`src/rtl/mem_arbiter2.sv`:
```
// Two-master memory arbiter with run-limited fairness and a single registered response stage.
// Request path is combinational with zero latency; responses arrive one cycle after mem_readdatavalid; downstream waitrequest stalls the granted master.
module mem_arbiter2 #(
    parameter int unsigned MAX_RUN = 4
) (
    input  logic        clock,
    input  logic        rst_n,

    input  logic [29:0] m0_address,
    input  logic        m0_read,
    input  logic        m0_write,
    input  logic [31:0] m0_writedata,
    input  logic [3:0]  m0_writedatamask,
    input  logic        m0_id,
    output logic        m0_waitrequest,
    output logic [31:0] m0_readdata,
    output logic        m0_readdatavalid,
    output logic        m0_readdataid,

    input  logic [29:0] m1_address,
    input  logic        m1_read,
    input  logic        m1_write,
    input  logic [31:0] m1_writedata,
    input  logic [3:0]  m1_writedatamask,
    input  logic        m1_id,
    output logic        m1_waitrequest,
    output logic [31:0] m1_readdata,
    output logic        m1_readdatavalid,
    output logic        m1_readdataid,

    output logic [29:0] mem_address,
    output logic        mem_read,
    output logic        mem_write,
    output logic [31:0] mem_writedata,
    output logic [3:0]  mem_writedatamask,
    output logic [1:0]  mem_id,
    input  logic        mem_waitrequest,
    input  logic [31:0] mem_readdata,
    input  logic [1:0]  mem_readdataid,
    input  logic        mem_readdatavalid
);

    localparam logic [3:0] MAX_RUN_L = 4'(MAX_RUN);

    logic        last_q, last_d;
    logic [3:0]  run_q, run_d;
    logic        lock_q, lock_d;
    logic        lock_idx_q, lock_idx_d;
    logic        rsp_vld_q, rsp_vld_d;
    logic [31:0] rsp_dat_q, rsp_dat_d;
    logic [1:0]  rsp_id_q, rsp_id_d;

    logic req0, req1;
    logic gnt_vld, gnt_idx;
    logic accept;

    assign req0 = m0_read | m0_write;
    assign req1 = m1_read | m1_write;

    // A stalled transfer pins the grant; run==0 means no history, so the non-last master (m0 after reset) wins.
    always_comb begin
        gnt_vld = req0 | req1;
        gnt_idx = 1'b0;
        if (lock_q && (lock_idx_q ? req1 : req0)) begin
            gnt_idx = lock_idx_q;
        end else if (req0 && req1) begin
            gnt_idx = (run_q != 4'd0 && run_q < MAX_RUN_L) ? last_q : ~last_q;
        end else begin
            gnt_idx = req1;
        end
    end

    always_comb begin
        mem_address       = gnt_idx ? m1_address       : m0_address;
        mem_writedata     = gnt_idx ? m1_writedata     : m0_writedata;
        mem_writedatamask = gnt_idx ? m1_writedatamask : m0_writedatamask;
        mem_read          = gnt_vld & (gnt_idx ? m1_read  : m0_read);
        mem_write         = gnt_vld & (gnt_idx ? m1_write : m0_write);
        mem_id            = {gnt_idx, (gnt_idx ? m1_id : m0_id)};
        m0_waitrequest    = mem_waitrequest | ~(gnt_vld & ~gnt_idx);
        m1_waitrequest    = mem_waitrequest | ~(gnt_vld &  gnt_idx);
    end

    assign accept = gnt_vld & ~mem_waitrequest;

    always_comb begin
        last_d     = last_q;
        run_d      = run_q;
        lock_d     = gnt_vld & mem_waitrequest;
        lock_idx_d = gnt_idx;
        if (accept) begin
            if (gnt_idx == last_q) begin
                run_d = (run_q >= MAX_RUN_L) ? MAX_RUN_L : run_q + 4'd1;
            end else begin
                last_d = gnt_idx;
                run_d  = 4'd1;
            end
        end
    end

    always_comb begin
        rsp_vld_d = mem_readdatavalid;
        rsp_dat_d = rsp_dat_q;
        rsp_id_d  = rsp_id_q;
        if (mem_readdatavalid) begin
            rsp_dat_d = mem_readdata;
            rsp_id_d  = mem_readdataid;
        end
    end

    always_ff @(posedge clock or negedge rst_n) begin
        if (!rst_n) begin
            last_q     <= 1'b1;
            run_q      <= 4'd0;
            lock_q     <= 1'b0;
            lock_idx_q <= 1'b0;
            rsp_vld_q  <= 1'b0;
            rsp_dat_q  <= 32'd0;
            rsp_id_q   <= 2'd0;
        end else begin
            last_q     <= last_d;
            run_q      <= run_d;
            lock_q     <= lock_d;
            lock_idx_q <= lock_idx_d;
            rsp_vld_q  <= rsp_vld_d;
            rsp_dat_q  <= rsp_dat_d;
            rsp_id_q   <= rsp_id_d;
        end
    end

    assign m0_readdata      = rsp_dat_q;
    assign m1_readdata      = rsp_dat_q;
    assign m0_readdatavalid = rsp_vld_q & ~rsp_id_q[1];
    assign m1_readdatavalid = rsp_vld_q &  rsp_id_q[1];
    assign m0_readdataid    = rsp_id_q[0];
    assign m1_readdataid    = rsp_id_q[0];

endmodule

```
`config.mk`:
```
export PLATFORM = sky130hd
export DESIGN_NAME = mem_arbiter2
export DESIGN_NICKNAME = d
export VERILOG_FILES = /design/src/rtl/mem_arbiter2.sv
export SDC_FILE = /design/constraint.sdc
export NUM_CORES = 1
export LEC_CHECK = 0
export ABC_CLOCK_PERIOD_IN_PS = 6200
export BUFFER_PORTS_ARGS = -buffer_cell sky130_fd_sc_hd__buf_2
export CELL_PAD_IN_SITES_DETAIL_PLACEMENT = 1
export CELL_PAD_IN_SITES_GLOBAL_PLACEMENT = 2
export CORE_MARGIN = 10
export CORE_UTILIZATION = 21
export CTS_BUF_LIST = sky130_fd_sc_hd__clkbuf_8
export CTS_CLUSTER_DIAMETER = 50
export DETAILED_ROUTE_END_ITERATION = 8
export GPL_TIMING_DRIVEN = 0
export PLACE_DENSITY_LB_ADDON = 0.1
export SYNTH_ARGS = -nofsm -noshare
export SYNTH_HDL_FRONTEND = slang
export SYNTH_SLANG_ARGS = --single-unit
```
`constraint.sdc`:
```
create_clock -name clock -period 6.2 [get_ports clock]
set_input_delay 0.62 -clock clock [delete_from_list [all_inputs] [get_ports clock]]
set_output_delay 0.62 -clock clock [all_outputs]
set_load 0.02 [all_outputs]
```
==> results.toml, run 1 <==
[worst_setup_path]
crit_top_cell = "buf_12"
crit_slowest_cell = "dfrtp_1"
crit_type = "register to primary output"
critPathMaxStageDelay_ns = 0.40
worstSetupEndpointType = "primary output"
cp_data_required_time_ns = 5.58
crit_fanout = 10
worstPathArrival_ns = 2.61
critPathLaunchType = "register"
path_cells = "inv_1, ha_1, o31a_1, o31ai_2, and2b_1, buf_12, buf_12, mux2_4, buf_2"

[grt]
grt_pass1_vias = 3297
grt_usage_pct = 14.3
grt_start_max_net_pins = 43
overflow = 0
antenna_found_initial = 2
grt_first_pass_wirelength_um = 22200

[timing]
final-max-slew-violation-count = 0
fmaxAchievable_mhz = 310
fin_crit_sh_pct = 52.1
worst_pin_slew_ns = 0.961
setup-violations-final = 0
rsz0062_at_grt = "false"
post-route-min-period_ns = 3.23
timing.setup.tns_ns = 0
clock_skew_ns = 0.000486
max_slew_margin_pct = 35.9
hold_viol = 0

[layout]
multi_input_area_mm2 = 0.00165
final_cells = 739
drive_above_1_share_pct = 84.5
regArea_mm2 = 0.00105
fill_cells = 1757
finalNetCount = 731
areaGrowthSynthToFinish_pct = 60.6

[clock_tree]
insertion_delay_ns = 0.28
hold_buffers = 0
post_cts_resize_count = 0
clock_sinks = 42
postCtsSetupBuffers = 0
cts-htree-levels = 2
clockBufferDepth = 2
root_buffer = "clkbuf_8"
cts_tree = "built"
cts_made_buffers = 5
clkTransAtPathRegs_ns = 0.09

[drt]
wl_per_cell_um = 21.4
vias = 3035
viasPerCell = 4.11
detail_route.wirelength_um = 15800
ant_nets = 0
drc = 0
firstDrtPassIters = 3
drt_iter0_drc = 46

[floorplan]
die_x_um = 142
initial_core_util_pct = 21.5
die_y_um = 142
ios = 316
core.rowCount = 44
dieArea_mm2 = 0.0203
core-area_mm2 = 0.0146

[synth]
syn_avg_cell_area_um2 = 13.6
synth_fp_nets = 409
synthFlopType = "dfrtp_1"
synth.distinct_cells = 33
postSynth.asyncResetShare_pct = 100
syn_inst = 231
synth_edf_count = 0
yosys_warnings = 0
syn_area_mm2 = 0.00314
ys_ff_latch = 42
seq_area_frac_synth_pct = 33.5

[run]
maxCapViolCount = 0

[pwr]
p_per_area_mw_per_mm2 = 288
p_leak_nw = 2.82
vdd.ir_drop.worst_v = 0.0000949

[placement]
place_congestion = 0.837
io_buffers = 315
numPlacedInstances = 730
dp_hpwl_um = 14100

[worst_hold_path]
hold_class = "input pin to register"

[status]
status = "finished clean"
logic make-up (layout without fill, tap and decap cells):
family	Yosys count	count (layout)	share of synthesized area, %
mux	102	102	44.4
buf+inv	50	373	14.2
flops	42	42	33.5
simple gates	19	19	3.26
compound gates	16	16	3.90
fa+ha+maj	2	2	0.796
other cells	0	1	0
cell type report:
class                      count  share of cell area [%]
multi-input combinational    139                    32.6
timing repair buffer         315                    31.2
sequential                    42                    20.8
buffer                        46                    8.53
tap                          184                    4.56
clock buffer                   6                    1.64
inverter                       4                   0.297
clock inverter                 2                   0.248
antenna                        1                  0.0496
cell usage in the layout (no fill, tap or decap), types with 2 or more instances in the layout:
cell type / instances
buf_2: 315
mux2_4: 66
dfrtp_1: 41
mux2_2: 34
buf_4: 34
buf_12: 8
clkbuf_8: 6
a21oi_1: 5
inv_1: 4
nand2_1: 4
nor2_1: 3
a22o_1: 3
nor4_1: 2
nand2b_1: 2
and2_1: 2
clkbuf_1: 2
buf_1: 2
ha_1: 2
worst max-delay path: cells and delay by family, from the launching register on:
| kind | cells | cell delay (ns) |
|---|---|---|
| and+or+nand+nor | 1 | 0.23 |
| buffers and inverters | 4 | 0.58 |
| muxes | 1 | 0.30 |
| DFF | 1 | 0.40 |
| adders and majority gates | 1 | 0.22 |
| AOI/OAI and AO/OA | 2 | 0.59 |
stage by stage:
| step | util, % | hold WS, ns | area (µm²) | power (W) | setup slack, ns |
|---|---|---|---|---|---|
| after floorplan | - | 0.324 | 3140 | 0.000999 | 3.61 |
| after global placement | 33.9 | 0.511 | 4950 | 0.00128 | 3.34 |
| after detailed placement | 33.9 | 0.522 | 4950 | 0.00129 | 3.29 |
| after CTS | 34.6 | 0.425 | 5040 | 0.00149 | 2.94 |
| after global routing | 34.6 | 0.414 | 5050 | 0.00154 | 2.83 |
| final | 34.6 | 0.440 | 5050 | 0.00145 | 2.97 |
registers in the layout, summed over array words and instances (netlist names):
register     cells
rsp_id_q         2
run_q            4
m0_readdata     32
lock_idx_q       1
rsp_vld_q        1
lock_q           1
last_q           1
report_power, final:
part           internal (W)  switching, W
Clock             0.0000896     0.0000953
Combinational      0.000456      0.000465
Sequential         0.000312     0.0000354
Total              0.000857      0.000596
layer usage:
layer	share of wire [%]	vias up	track usage, %
met5	0.082	-	0
met4	0.97	2	2.61
met3	9.8	11	5.51
met2	53	162	27.4
met1	36	1433	14.3
li1	-	1427	-
synthesized netlist by cell type (2+ instances only):
library cell  count  share of area (%)
a21oi_1           5               0.80
a22o_1            3               0.84
and2_1            2               0.40
buf_1             2               0.24
buf_12            8                5.1
buf_4            34                8.1
clkbuf_1          2               0.24
dfrtp_1          41                 33
ha_1              2               0.80
inv_1             4               0.48
mux2_2           34                 12
mux2_4           66                 32
nand2_1           4               0.48
nand2b_1          2               0.40
nor2_1            3               0.36
nor4_1            2               0.40
path summary, 6_finish.rpt:
| check | from | to | slack (ns) | cells past startpoint |
|---|---|---|---|---|
| max in group asynchronous | rst_n | m0_readdata[7]$_DFFE_PN0P_ | 5.12 | 1 |
| min in group asynchronous | rst_n | m0_readdata[9]$_DFFE_PN0P_ | 0.47 | 1 |
| min | mem_readdatavalid | rsp_vld_q$_DFF_PN0_ | 0.44 | 1 |
| max reg2reg | run_q[0]$_DFFE_PN0N_ | last_q$_DFFE_PN1P_ | 4.16 | 8 |
| min reg2reg | rsp_id_q[1]$_DFFE_PN0P_ | rsp_id_q[1]$_DFFE_PN0P_ | 0.54 | 1 |
| max | run_q[0]$_DFFE_PN0N_ | mem_address[27] | 2.97 | 9 |
Note: power is estimated with default switching activity, not from simulation.
==> run 2: changes to the inputs <==
- ABC_CLOCK_PERIOD_IN_PS: 6200 -> 2700
- CORE_UTILIZATION: 21 -> 18
- clock period: 6.2 -> 2.7 ns (I/O delays scaled with it)
==> run 2 against run 1 <==
Register-to-register slack got worse by 3.4 ns. Sequential power rose by 130%. Via count rose by 2.2%. Die area rose by 14%. Non-clock buffer count rose by 11. Worst setup slack got worse by 2.9 ns. Power rose to 2.5 times the previous value. Sequential cell count did not move. Routed wire length fell by 7.6%. Combinational power rose to 2.7 times the previous value. Cell count rose by 7.0%. First-iteration DRC count rose by 67%. Critical path type unchanged. Critical endpoint is now mem_writedata[17]. Largest cell class unchanged. Largest power group unchanged.
==> results.toml, run 2 (synthesized netlist as in run 1, its figures left out) <==
[status]
status = "finished clean"

[clock_tree]
root_buffer = "clkbuf_8"
insertion_delay_ns = 0.29
clockBufferDepth = 2
hold_buffers = 0
clock_sinks = 42
cts-htree-levels = 2
cts_made_buffers = 5
clkTransAtPathRegs_ns = 0.09
cts_tree = "built"

[grt]
grt_start_max_net_pins = 43
grt_pass1_vias = 3440
overflow = 0
grt_usage_pct = 11.9
antenna_found_initial = 1
grt_first_pass_wirelength_um = 21900

[timing]
hold_viol = 0
worst_pin_slew_ns = 0.989
fin_crit_sh_pct = 97.7
rsz0062_at_grt = "true"
setup-violations-final = 0
setup_slack_ns = 0.0617
clock_skew_ns = 0.00667
max_slew_margin_pct = 34.1
post-route-min-period_ns = 2.64
final-max-slew-violation-count = 0
fmaxAchievable_mhz = 379

[worst_setup_path]
critPathLaunchType = "register"
worstPathArrival_ns = 2.37
worstSetupEndpointType = "primary output"
r2r_setup_slack_ns = 0.73
crit_fanout = 10
crit_type = "register to primary output"
cp_data_required_time_ns = 2.43

[placement]
numPlacedInstances = 771
place_congestion = 0.797
pre_cts_ws_ns = 0.129
io_buffers = 315
dp_hpwl_um = 12500

[layout]
finalNetCount = 742
drive_above_1_share_pct = 85.8
areaGrowthSynthToFinish_pct = 76.0
post-route-util_pct = 32.1
final_cells = 791
largest_reg_flops = 32
layout_common_cells = "buf_2, mux2_4, buf_4, buf_6, dfrtp_1"
fill_cells = 2031
final_common_cell = "buf_2"

[floorplan]
dieArea_mm2 = 0.0231
ios = 316
core.rowCount = 48
die_x_um = 152
die_y_um = 152
core-area_mm2 = 0.0172
initial_core_util_pct = 18.2

[drt]
viasPerCell = 3.92
m1WireLength_um = 5420
detail_route.wirelength_um = 14600
firstDrtPassIters = 4
routed.top_layer = "met4"
dr_wl_met3_um = 1190
drc = 0
ant_nets = 0
drt_iter0_drc = 77
wl_per_cell_um = 18.5
vias = 3101
dr_wl_met2_um = 7910

[pwr]
p_per_area_mw_per_mm2 = 670
vdd.ir_drop.worst_v = 0.000245
p_leak_nw = 2.99

[worst_hold_path]
hold_class = "input pin to register"

[run]
maxCapViolCount = 0
==> run 2: changes by cell type in the layout (fill, tap and decap cells not counted), moves of 2 or more <==
cell,previous run,this run
buf_6,0,44
buf_4,34,44
buf_2,315,270
inv_1,4,2
inv_2,0,2
==> run 2: worst max-delay path: stages, from the launching register on <==
cell,delay [ns]
dfrtp_1,0.37
inv_2,0.06
ha_4,0.16
o31a_1,0.31
o31ai_4,0.18
and2b_2,0.21
buf_12,0.15
buf_12,0.15
mux2_4,0.31
buf_2,0.17
==> run 2: timing repair <==
item                                   CTS  global route
setup endpoints to repair               68            68
gates cloned                             2             1
buffers inserted                         7             2
endpoints found under the hold margin    0             0
pin swaps                                1             2
gates resized for setup                 54            46
==> run 2: layer usage <==
metal | vias to the layer above | track usage [%]
li1 | 1455 | -
met1 | 1472 | 12.5
met2 | 168 | 22.3
met3 | 6 | 4.35
met4 | 0 | 1.88
met5 | - | 0
==> run 2: through the flow <==
step	total power (W)	area [µm²]	TNS, ns	hold slack [ns]
finish	0.00370	5530	0	0.0946
global route	0.00393	5530	-0.431	0.0721
CTS	0.00366	5380	-0.151	0.0742
detailed placement	0.00293	5000	0	0.397
global placement	0.00291	5000	0	0.393
floorplan	0.00229	3140	0	-0.0256
==> run 2: final cells by class <==
class / instances / area, µm² / share of cell area, %
clock buffer: 5 / 68.8 / 1.24
antenna: 1 / 2.50 / 0.0452
timing repair buffer: 326 / 1970 / 35.7
multi-input combinational: 139 / 1690 / 30.5
tap: 225 / 282 / 5.09
buffer: 46 / 430 / 7.78
clock inverter: 3 / 18.8 / 0.339
inverter: 4 / 15.0 / 0.271
sequential: 42 / 1050 / 19.0
==> run 2: path summary, 6_finish.rpt <==
kind / start / to / cells after the start
worst max-delay path: run_q[0]$_DFFE_PN0N_ / mem_writedata[17] / 9
worst min-delay path: mem_readdatavalid / rsp_vld_q$_DFF_PN0_ / 1
worst max register to register: run_q[0]$_DFFE_PN0N_ / last_q$_DFFE_PN1P_ / 10
worst min register to register: m0_readdata[9]$_DFFE_PN0P_ / m0_readdata[9]$_DFFE_PN0P_ / 1
max in group asynchronous: rst_n / run_q[0]$_DFFE_PN0N_ / 1
min in group asynchronous: rst_n / m0_readdata[5]$_DFFE_PN0P_ / 1
==> run 2: report_power, final <==
part | internal, W | switching, W
combinational | 0.00136 | 0.00114
sequential | 0.000715 | 0.0000795
clock | 0.000182 | 0.000233
